## src/rtl/uart_loader_pkg.sv

```systemverilog
// rtl/uart_loader_pkg.sv - shared state type and constants for the UART RAM loader
package uart_loader_pkg;

  typedef enum logic [2:0] {IDLE, HDR_HI, HDR_LO, LOAD, DONE} loader_state_t;

  localparam logic [1:0] MODE_LOAD = 2'b01;

  localparam int DEF_ADDR_W      = 8;
  localparam int DEF_INS_DEPTH   = 256;
  localparam int DEF_DAT_DEPTH   = 256;
  localparam int DEF_STATUS_HOLD = 4;

endpackage

```

## src/rtl/loader_status_stretch.sv

```systemverilog
// rtl/loader_status_stretch.sv - stretches a one-cycle done strobe into a HOLD-cycle status pulse
module loader_status_stretch #(
  parameter int HOLD = 4
) (
  input  logic clk,
  input  logic reset,
  input  logic start,
  output logic status,
  output logic last
);

  localparam int CW = $clog2(HOLD + 1);

  logic [CW-1:0] cnt;

  always_ff @(posedge clk or negedge reset) begin
    if (!reset) begin
      cnt <= '0;
    end else if (start) begin
      cnt <= CW'(HOLD);
    end else if (cnt != '0) begin
      cnt <= cnt - CW'(1);
    end
  end

  assign status = (cnt != '0);
  // last marks the final status cycle so the FSM leaves DONE exactly when the pulse ends
  assign last   = (cnt == CW'(1));

endmodule

```

## src/rtl/uart_ram_loader.sv

```systemverilog
// rtl/uart_ram_loader.sv - writes received UART bytes sequentially into the selected RAM
// Optional LOADER_LEN_HDR_EN: image preceded by a big-endian 16-bit length header.
module uart_ram_loader
  import uart_loader_pkg::*;
#(
  parameter int ADDR_W      = DEF_ADDR_W,
  parameter int INS_DEPTH   = DEF_INS_DEPTH,
  parameter int DAT_DEPTH   = DEF_DAT_DEPTH,
  parameter int STATUS_HOLD = DEF_STATUS_HOLD
) (
  input  logic              clk,
  input  logic              reset,
  input  logic [1:0]        mode,
  input  logic              ram_mode,
  input  logic [7:0]        rx_data,
  input  logic              rx_valid,
  output logic              ram_we,
  output logic [ADDR_W-1:0] ram_addr,
  output logic [7:0]        ram_wdata,
  output logic              receive_status,
  output logic              rx_drop
);

  localparam int CW = ADDR_W + 1;
  localparam logic [CW-1:0] INS_D = CW'(INS_DEPTH);
  localparam logic [CW-1:0] DAT_D = CW'(DAT_DEPTH);

  loader_state_t state, state_nxt;
  logic [CW-1:0] cnt, cnt_nxt, depth, depth_nxt, cfg_depth;
  logic          ram_mode_q;
  logic          wr_en, drop, done_start, status_last, abort;

`ifdef LOADER_LEN_HDR_EN
  logic [7:0]  len_hi, len_hi_nxt;
  logic [15:0] len_full;
  logic        len_clip, clip_set;

  assign len_full = {len_hi, rx_data};
`endif

  assign cfg_depth = ram_mode ? INS_D : DAT_D;
  // any change of target RAM mid-image invalidates the partial image
  assign abort     = (mode != MODE_LOAD) || (ram_mode != ram_mode_q);

  always_comb begin
    state_nxt  = state;
    cnt_nxt    = cnt;
    depth_nxt  = depth;
    wr_en      = 1'b0;
    drop       = 1'b0;
    done_start = 1'b0;
`ifdef LOADER_LEN_HDR_EN
    len_hi_nxt = len_hi;
    clip_set   = 1'b0;
`endif
    case (state)
      DONE: begin
        drop = rx_valid;
        if (status_last) begin
          state_nxt = IDLE;
          cnt_nxt   = '0;
        end
      end
      default: begin
        if (abort) begin
          drop      = rx_valid;
          state_nxt = IDLE;
          cnt_nxt   = '0;
        end else if (state == IDLE) begin
          if (rx_valid) begin
`ifdef LOADER_LEN_HDR_EN
            len_hi_nxt = rx_data;
            state_nxt  = HDR_HI;
`else
            wr_en     = 1'b1;
            depth_nxt = cfg_depth;
            cnt_nxt   = CW'(1);
            if (cfg_depth == CW'(1)) begin
              state_nxt  = DONE;
              done_start = 1'b1;
            end else begin
              state_nxt = LOAD;
            end
`endif
          end
`ifdef LOADER_LEN_HDR_EN
        end else if (state == HDR_HI) begin
          if (rx_valid) begin
            if (len_full > 16'(cfg_depth)) begin
              depth_nxt = cfg_depth;
              clip_set  = 1'b1;
            end else begin
              depth_nxt = len_full[CW-1:0];
            end
            state_nxt = HDR_LO;
          end
        end else if ((state == HDR_LO) && (depth == '0)) begin
          drop       = rx_valid;
          state_nxt  = DONE;
          done_start = 1'b1;
`endif
        end else if (rx_valid) begin
          wr_en   = 1'b1;
          cnt_nxt = cnt + CW'(1);
          if (cnt_nxt == depth) begin
            state_nxt  = DONE;
            done_start = 1'b1;
          end else begin
            state_nxt = LOAD;
          end
        end
      end
    endcase
  end

  always_ff @(posedge clk or negedge reset) begin
    if (!reset) begin
      state      <= IDLE;
      cnt        <= '0;
      depth      <= '0;
      ram_mode_q <= 1'b0;
      ram_we     <= 1'b0;
      ram_addr   <= '0;
      ram_wdata  <= '0;
      rx_drop    <= 1'b0;
    end else begin
      state      <= state_nxt;
      cnt        <= cnt_nxt;
      depth      <= depth_nxt;
      ram_mode_q <= ram_mode;
      ram_we     <= wr_en;
      rx_drop    <= drop;
      if (wr_en) begin
        ram_addr  <= cnt[ADDR_W-1:0];
        ram_wdata <= rx_data;
      end
    end
  end

`ifdef LOADER_LEN_HDR_EN
  always_ff @(posedge clk or negedge reset) begin
    if (!reset) begin
      len_hi   <= '0;
      len_clip <= 1'b0;
    end else begin
      len_hi   <= len_hi_nxt;
      len_clip <= len_clip | clip_set;
    end
  end
`endif

  loader_status_stretch #(
    .HOLD(STATUS_HOLD)
  ) u_stretch (
    .clk   (clk),
    .reset (reset),
    .start (done_start),
    .status(receive_status),
    .last  (status_last)
  );

endmodule

```

## config.mk

```make
export PLATFORM = sky130hd
export DESIGN_NAME = uart_ram_loader
export DESIGN_NICKNAME = d
export VERILOG_FILES = /design/src/rtl/uart_loader_pkg.sv /design/src/rtl/loader_status_stretch.sv /design/src/rtl/uart_ram_loader.sv
export SDC_FILE = /design/constraint.sdc
export NUM_CORES = 1
export LEC_CHECK = 0
export ABC_AREA = 1
export BUFFER_PORTS_ARGS = -buffer_cell sky130_fd_sc_hd__buf_2
export CORE_ASPECT_RATIO = 2
export CORE_UTILIZATION = 45
export DETAILED_ROUTE_END_ITERATION = 6
export PLACE_DENSITY = 0.8
export SYNTH_ARGS = -nofsm -noshare
export SYNTH_HDL_FRONTEND = slang
export SYNTH_SLANG_ARGS = --single-unit
```

## constraint.sdc

```tcl
create_clock -name clk -period 1.72 [get_ports clk]
set_clock_uncertainty 0.2 [all_clocks]
set_input_delay 0.172 -clock clk [delete_from_list [all_inputs] [get_ports clk]]
set_output_delay 0.172 -clock clk [all_outputs]
set_load 0.005 [all_outputs]
```

== After elaboration in Yosys (flattened, before gate mapping) ==
Index checks and enable logic that the tools add are counted.
Operators by class
  add/subtract/negate cells: 2
  eq/ne operators: 6
  mux-type cells: 25
  bitwise logic cells: 2
  reductions and logical operators: 7
Operators with widths (number)
  9-bit 2-to-1 mux: 6
  3-bit 2-to-1 mux: 9
  1-bit 2-to-1 mux: 10
  9-bit by 1-bit adder with 9-bit output, second input constant: 1
  9-bit == test: 1
  3-bit nonzero test: 2
  4-bit AND reduction: 1
  3-bit by 1-bit == test with 1-bit output, second input constant: 1
  3-bit == test, second input constant: 1
  3-bit logical NOT: 1
  3-bit by 1-bit subtractor with 3-bit output, second input constant: 1
  2-bit by 1-bit inequality test with 1-bit output, second input constant: 1
  2-bit inequality test, second input constant: 1
  1-bit inverter: 2
  2-bit AND reduction: 1
  2-bit nonzero test: 1
  1-bit logical OR: 1
  1-bit inequality test: 1
Word-level totals
  register bits after elaboration: 35
  input bits: 14
  output and inout port bits: 19

== Depth between registers and ports, before layout ==
Gate-level depths: netlist (run 1).
  depth in word-level cells: 8
  gate-level depth with buffers: 11

== Hierarchy ==
A second synthesis (run 1) with hierarchy kept.
Unflattened totals
  cells, all modules: 205
  area total of the unflattened synthesis: 1661.6 µm²
By module, submodules not included
  uart_ram_loader: times used 1, cells an instance 180, area each 1467.7 µm², seq. area each 775.7 µm²
  loader_status_stretch: times used 1, cells an instance 25, area each 193.9 µm², seq. area each 75.1 µm²

== Worst setup path after synthesis (run 1) ==
No wires, ideal clock.
  kind: reg-to-reg
  from: reg cnt[0]
  to: reg u_stretch.cnt[0]
  library setup time: 113 ps
  data arrival time: 1348 ps
  setup slack: 59 ps
  stages on the path, launching flop included: 12
  path buffers: 0
  clock period less this slack: 1661 ps
  path through: dfrtp_1 -> ha_1 -> nand2_2 -> nor2_8 -> nand2_1 -> nand2_1 -> inv_2 -> nand3_2 -> nor2_4 -> nand4_2 -> nand2_1 -> inv_1
Between the ends
  longest elaborated chain between the ends: 8
  elaborated cells on any way between the ends: 9
RTL lines
  start, declared: RTL line uart_ram_loader.sv:29  | logic [CW-1:0] cnt, cnt_nxt, depth, depth_nxt, cfg_depth;
  start signal, assigned: RTL line uart_ram_loader.sv:128  | cnt <= cnt_nxt;
  9-bit by 1-bit adder with 9-bit output (*): RTL line uart_ram_loader.sv:104  | cnt_nxt = cnt + CW'(1);
  9-bit == test (*): RTL line uart_ram_loader.sv:105  | if (cnt_nxt == depth) begin
  1-bit 2-to-1 mux (*): RTL line uart_ram_loader.sv:105
  1-bit 2-to-1 mux (*): RTL line uart_ram_loader.sv:102  | end else if (rx_valid) begin
  1-bit 2-to-1 mux (*): RTL line uart_ram_loader.sv:69  | end else if (state == IDLE) begin
  1-bit 2-to-1 mux (*): RTL line uart_ram_loader.sv:65  | if (abort) begin
  1-bit 2-to-1 mux (*): RTL line uart_ram_loader.sv:56  | case (state)
  3-bit 2-to-1 mux or 2-bit nonzero test (tied branches)
  end signal, assigned: RTL line loader_status_stretch.sv:20  | cnt <= CW'(HOLD);
  end signal, assigned: RTL line loader_status_stretch.sv:22  | cnt <= cnt - CW'(1);
  end, declared: RTL line loader_status_stretch.sv:14  | logic [CW-1:0] cnt;
Mark *: on every way between the ends. The rest lies on a longest branch, timed or not.
A chain may end at the register's enable or synchronous reset.

== Worst setup path after layout (run 1) ==
  from: reg cnt[1]
  to: reg state[1]
Between the ends
  longest elaborated chain between the ends: 7
RTL lines
  9-bit by 1-bit adder with 9-bit output: RTL line uart_ram_loader.sv:104
  9-bit == test: RTL line uart_ram_loader.sv:105
  3-bit 2-to-1 mux: RTL line uart_ram_loader.sv:105
  3-bit 2-to-1 mux: RTL line uart_ram_loader.sv:102
  3-bit 2-to-1 mux: RTL line uart_ram_loader.sv:69
  3-bit 2-to-1 mux: RTL line uart_ram_loader.sv:65
  3-bit 2-to-1 mux: RTL line uart_ram_loader.sv:56
  end signal, assigned: RTL line uart_ram_loader.sv:127  | state <= state_nxt;
  end, declared: RTL line uart_ram_loader.sv:28  | loader_state_t state, state_nxt;
Every way passes these cells. The select of a mux whose other input is x is not followed.

==> results by group, run 1 <==
Global routing
  • Largest net degree at the start of global routing: 35
  • Initial antenna violation count: 0
  • Global-route wire length before repair: 6050 um
  • GRT overflow: 0
  • Vias in the first global route: 1391
  • GRT Total Usage: 20.9%

Yosys
  • Cells after synthesis: 196
  • Sequential share of the synthesized area: 50.7%
  • Ys flop type: dfrtp_1
  • Post-synth cell types: 25
  • Synth top area cells: dfrtp_1, nand2_1, inv_1, ha_1, o21ai_1
  • Cell taking the most area after synthesis: dfrtp_1
  • Synthesized area: 1680 sq um
  • Avg Cell Area, Syn: 8.56 sq um
  • Asr flop ratio synth: 100%
  • Post-synth EDFFs: 0
  • Area share of the leading cell type in the synthesized netlist: 50.7%
  • Synth Register Bits: 34
  • Syn nets: 215
  • Synth warnings: 0

Floorplanning
  • Core footprint: 3610 sq um
  • Chip width: 45.2 um
  • Die height: 88.4 um
  • # IOs: 33
  • Cell Rows: 31
  • Initial Util: 46.5%
  • Die area: 3990 sq um

Route
  • Routed WL: 3810 um
  • DRC violations left: 0
  • Vias after detailed routing: 1481
  • DRT iter0 DRCs: 29
  • Pre-Repair DR Iteration Count: 4
  • ANT nets after route: 0
  • WL/cell: 12.7 um
  • DR vias/cell: 4.94

Flow run
  • # Max-Cap Violations: 0

Place
  • Post-placement setup slack: -0.000861 ns
  • DP HPWL: 2550 um
  • GPL Wtd Cong: 0.815
  • Port bufs: 32

Setup path
  • Arr. time, crit path: 1.69 ns
  • Critical Path Source Type: flop
  • Critical path class: reg -> reg
  • CP endpoint kind: flop
  • Slack of the worst reg-to-reg path: 0.007 ns
  • Worst-case reg-to-reg path depth: 10
  • Crit-path max FO: 5
  • Worst reg2reg startpoint: cnt[1]
  • Reg2reg end: state[1]
  • Req. time, crit path: 1.69 ns

Clocking
  • H-tree lvl count: 2
  • Worst-Skew Late Latency: 0.28 ns
  • CTS Buf Count: 5
  • Worst-case clock buffer depth: 2
  • Clock Sink Count: 34
  • Worst-path clk slew: 0.07 ns
  • Root Driver: clkbuf_8
  • TritonCTS clock tree: yes

Timing
  • RSZ-0062 raised after global routing: true
  • Least-Margin Pin Slew: 0.424 ns
  • Final hold vios: 0
  • Slew Limit Fails: 0
  • Fmax: 0.584 GHz
  • Final setup vio count: 0
  • Final WS setup: 0.00749 ns
  • Worst slew margin: 71.7%
  • Minimum clock period: 1.71 ns
  • Final period util: 99.6%

Min path
  • Hold EP: rx_drop
  • Hold path cells: 5
  • Worst Hold Class: in -> reg
  • Worst hold path startpoint: mode[1]

Power and ir drop
  • Max VDD drop: 883 uV
  • Pwr/cell area: 766 nW/um^2
  • Power Total: 1.70 mW
  • Leak pwr: 1.18 nW

Layout
  • Area grow syn2layout: 32.4%
  • Share of cells above drive strength 1: 31.1%
  • Antenna Cells: 0
  • Net count, final: 269

Run status
  • Outcome: complete, no violations
-- cell families after synthesis --
group / share of synthesized area [%]
DFF: 50.7
xor gates and xnor gates: 1.04
AOI/OAI and AO/OA: 9.10
adders and majority gates: 3.73
buffers and inverters: 7.83
and+or+nand+nor: 27.6
-- repair_timing --
item | CTS | global route
pin swaps | 0 | 11
setup buffers | 0 | 3
hold buffers | 11 | 0
endpoints found under the setup margin | 1 | 21
endpoints found under the hold margin | 44 | 0
gates resized for setup | 1 | 19
-- metal layers --
| metal | global-route usage (%) | share of wire, % |
|---|---|---|
| met1 | 23.0 | 37 |
| met2 | 36.6 | 58 |
| met3 | 3.67 | 1.8 |
| met4 | 10.7 | 3.2 |
| met5 | 0 | 0 |
-- layout make-up --
cell class / instances / area [sq um]
tap: 49 / 61.3
fill: 294 / 1390
timing repair buffer: 51 / 342
clock inverter: 2 / 12.5
multi-input combinational: 130 / 761
clock buffer: 6 / 82.6
inverter: 28 / 113
sequential: 34 / 851
-- power breakdown --
group	switching (mW)	total (mW)	internal, mW	leakage, nW
combinational	0.107	0.203	0.0958	0.679
sequential	0.0311	0.887	0.855	0.450
clock	0.291	0.613	0.322	0.0472
-- through the flow --
step / setup TNS (ns) / cells / hold slack (ns) / instance area (sq um) / util [%]
after floorplan: 0 / 196 / -0.324 / 1680 / -
after global placement: 0 / 278 / 0.0205 / 1910 / 53.0
final: 0 / 300 / 0.0847 / 2220 / 61.6
after detailed placement: -0.000861 / 278 / 0.0257 / 1910 / 53.0
after global routing: -0.491 / 300 / 0.137 / 2220 / 61.6
after CTS: 0 / 297 / 0.0907 / 2120 / 58.7
-- layout by cell type (no fill, tap or decap), types with 2 or more instances in the layout --
cell and count:
nor2_2 2, nor2_1 6, clkbuf_8 6, dfrtp_1 34, o22ai_1 6, nand3_1 6
nand3_2 5, buf_6 3, o21ai_2 2, buf_2 32, nand2_1 63, inv_1 23
nand2_4 3, nand4_1 2, buf_4 5, o21ai_1 12, nand2_2 5, nor2_4 2
dlygate4sd3_1 11, inv_2 3, o21ai_0 3, ha_1 4
-- worst max path at each step --
stage	from	to	slack, ns	depth (start not counted)
finish	cnt[1]	state[1]	0.007	10
global route	cnt[0]	u_stretch.cnt[0]	-0.1	11
CTS	cnt[1]	u_stretch.cnt[1]	0.02	10
detailed placement	cnt[0]	u_stretch.cnt[1]	-0.0009	11
global placement	cnt[0]	u_stretch.cnt[1]	0.07	11
floorplan	cnt[0]	u_stretch.cnt[0]	0.06	11
-- cell usage after synthesis, types with 2 or more instances --
| master | count |
|---|---|
| nor2_1 | 6 |
| o22ai_1 | 7 |
| o21ai_2 | 2 |
| nor2_2 | 3 |
| buf_2 | 3 |
| inv_1 | 23 |
| ha_1 | 5 |
| dfrtp_1 | 34 |
| inv_2 | 5 |
| o21ai_0 | 3 |
| nand2_1 | 66 |
| nand3_2 | 3 |
| nand3_1 | 8 |
| nand4_1 | 2 |
| nand2_2 | 5 |
| o21ai_1 | 12 |
-- worst max-delay path, stage by stage (launching register included) --
cell,delay (ns)
dfrtp_1,0.42
buf_6,0.15
nand2_4,0.05
nor2_4,0.16
nand3_2,0.08
nand2_2,0.08
nand3_2,0.09
nor2_4,0.15
nand3_1,0.09
nand2_1,0.07
nand2_1,0.04
-- sequential cells by signal, indices dropped and copies added (netlist names) --
name / count
ram_addr: 8
state: 2
ram_mode_q: 1
u_stretch.cnt: 3
ram_wdata: 8
ram_we: 1
rx_drop: 1
cnt: 9
depth: 1
Note: power is estimated with default switching activity, not from simulation.
==> run 2: changes to the inputs <==
--- a/config.mk
+++ b/config.mk
@@ -11,6 +11,7 @@
 export CORE_UTILIZATION = 45
 export DETAILED_ROUTE_END_ITERATION = 6
 export PLACE_DENSITY = 0.8
+export RECOVER_POWER = 100
 export SYNTH_ARGS = -nofsm -noshare
 export SYNTH_HDL_FRONTEND = slang
 export SYNTH_SLANG_ARGS = --single-unit
==> results by group, run 2 (synthesis gave the netlist of run 1 again) <==
Floorplanning
  • Die area: 3990 sq um
  • Core footprint: 3610 sq um
  • # IOs: 33
  • Die height: 88.4 um
  • Chip width: 45.2 um
  • Initial Util: 46.5%
  • Cell Rows: 31

Place
  • Port bufs: 32
  • Placed instance area: 1910 sq um
  • DP HPWL: 2550 um
  • GPL Wtd Cong: 0.815

Global routing
  • GRT overflow: 0
  • Vias in the first global route: 1391
  • GRT Total Usage: 20.9%
  • Initial antenna violation count: 0
  • Largest net degree at the start of global routing: 35
  • Global-route wire length before repair: 6050 um

Route
  • Pre-Repair DR Iteration Count: 4
  • DR vias/cell: 4.95
  • DRT iter0 DRCs: 33
  • DRC violations left: 0
  • WL/cell: 12.7 um
  • Routed WL: 3810 um
  • Vias after detailed routing: 1485
  • ANT nets after route: 0

Setup path
  • Worst reg2reg startpoint: cnt[1]
  • Crit path buf inv count: 1
  • CP endpoint kind: flop
  • Critical path class: reg -> reg
  • Crit path cell chain: buf_6 > nand2_4 > nor2_4 > nand3_2 > nand2_2 > nand3_2 > nor2_4 > nand3_1 > nand2_1 > nand2_1
  • Worst-case reg-to-reg path depth: 10
  • Crit-path max FO: 5
  • Critical Path Max Stage Delay: 0.42 ns
  • Req. time, crit path: 1.69 ns
  • Worst path slowest cell: dfrtp_1
  • Crit path from: cnt[1]
  • Arr. time, crit path: 1.69 ns
  • CP delay by family, top: simple AND/OR/NAND/NOR gates
  • Critical Path Source Type: flop
  • Worst path depth: 10

Power and ir drop
  • Max VDD drop: 885 uV
  • Pwr/cell area: 768 nW/um^2
  • Leak pwr: 1.12 nW
  • Power Total: 1.69 mW

Timing
  • RSZ-0062 raised after global routing: true
  • Least-Margin Pin Slew: 0.821 ns
  • Minimum clock period: 1.72 ns
  • Final hold vios: 0
  • Slew Limit Fails: 0
  • Hold Worst Slack: 0.0853 ns
  • Final period util: 99.8%
  • Fmax: 0.583 GHz
  • Worst slew margin: 45.2%
  • Final setup vio count: 0

Min path
  • Worst hold path startpoint: mode[1]
  • Hold path cells: 5
  • Worst Hold Class: in -> reg

Layout
  • Area grow syn2layout: 31.2%
  • Antenna Cells: 0
  • Share of cells above drive strength 1: 25.1%
  • Most frequent cells in the layout: nand2_1, dfrtp_1, inv_1, buf_2, clkbuf_1
  • Max reg flops: 9
  • Net count, final: 269
  • Post-route design area: 2200 sq um
  • Filler cells: 306
  • Top reg by flops: cnt
  • Final Util: 61.0%
  • Largest regs: cnt: 9 flops, ram_addr: 8 flops, ram_wdata: 8 flops
  • Commonest non-fill, non-tap cell in the layout: nand2_1

Clocking
  • TritonCTS clock tree: yes
  • Worst-case clock buffer depth: 2
  • Worst-Skew Late Latency: 0.28 ns
  • CTS Buf Count: 5
  • Root Driver: clkbuf_8
  • H-tree lvl count: 2
  • Clock Sink Count: 34
  • Worst-path clk slew: 0.07 ns

Run status
  • Outcome: complete, no violations

Flow run
  • # Max-Cap Violations: 0
==> run 2: where the power goes <==
group          internal, mW  switching (mW)
combinational        0.0822           0.107
clock                 0.322           0.292
sequential            0.855          0.0325
total                  1.26           0.432
==> run 2: what timing repair did <==
item	CTS	global route
pin swaps	0	11
endpoints found under the hold margin	44	0
hold buffers	11	0
buffers inserted	0	3
resized for setup	1	19
setup endpoints to repair	1	21
==> run 2: layout make-up <==
cell class	count	area, sq um	share of cell area, %
inverters	28	113	5.12
repair buffers	51	320	14.6
clock inverters	2	12.5	0.569
clock buffers	6	82.6	3.75
flip-flops and latches	34	851	38.7
multi-input cells	130	761	34.6
well taps	49	61.3	2.79
==> run 2: path summary, 6_finish.rpt <==
check / slack, ns / to
min: 0.09 / rx_drop
max reg2reg: 0.004 / state[1]
min reg2reg: 0.28 / ram_wdata[6]
max: 0.004 / state[1]
min in group asynchronous: 0.40 / rx_drop
max in group asynchronous: 0.40 / ram_addr[5]
==> run 2: routing by layer <==
metal | share of wire, % | global-route usage (%) | up-vias
li1 | - | - | 725
met1 | 37 | 23.0 | 727
met2 | 58 | 36.6 | 24
met3 | 1.5 | 3.67 | 9
met4 | 3.2 | 10.7 | 0
met5 | 0 | 0 | -
==> run 2: worst reg2reg max path: cells and delay by family, from the launching register on <==
family                 cells  cell delay (ns)
buffers and inverters      1             0.15
flip-flops                 1             0.42
AND/OR/NAND/NOR            9             0.84
==> run 2: metrics by stage <==
step            TNS [ns]  std cells  worst slack [ns]
2_1_floorplan          0        196            0.0587
3_3_place_gp           0        278            0.0707
3_5_place_dp   -0.000861        278         -0.000861
4_1_cts                0        297            0.0171
5_1_grt           -0.595        300           -0.0956
6_report               0        300           0.00391
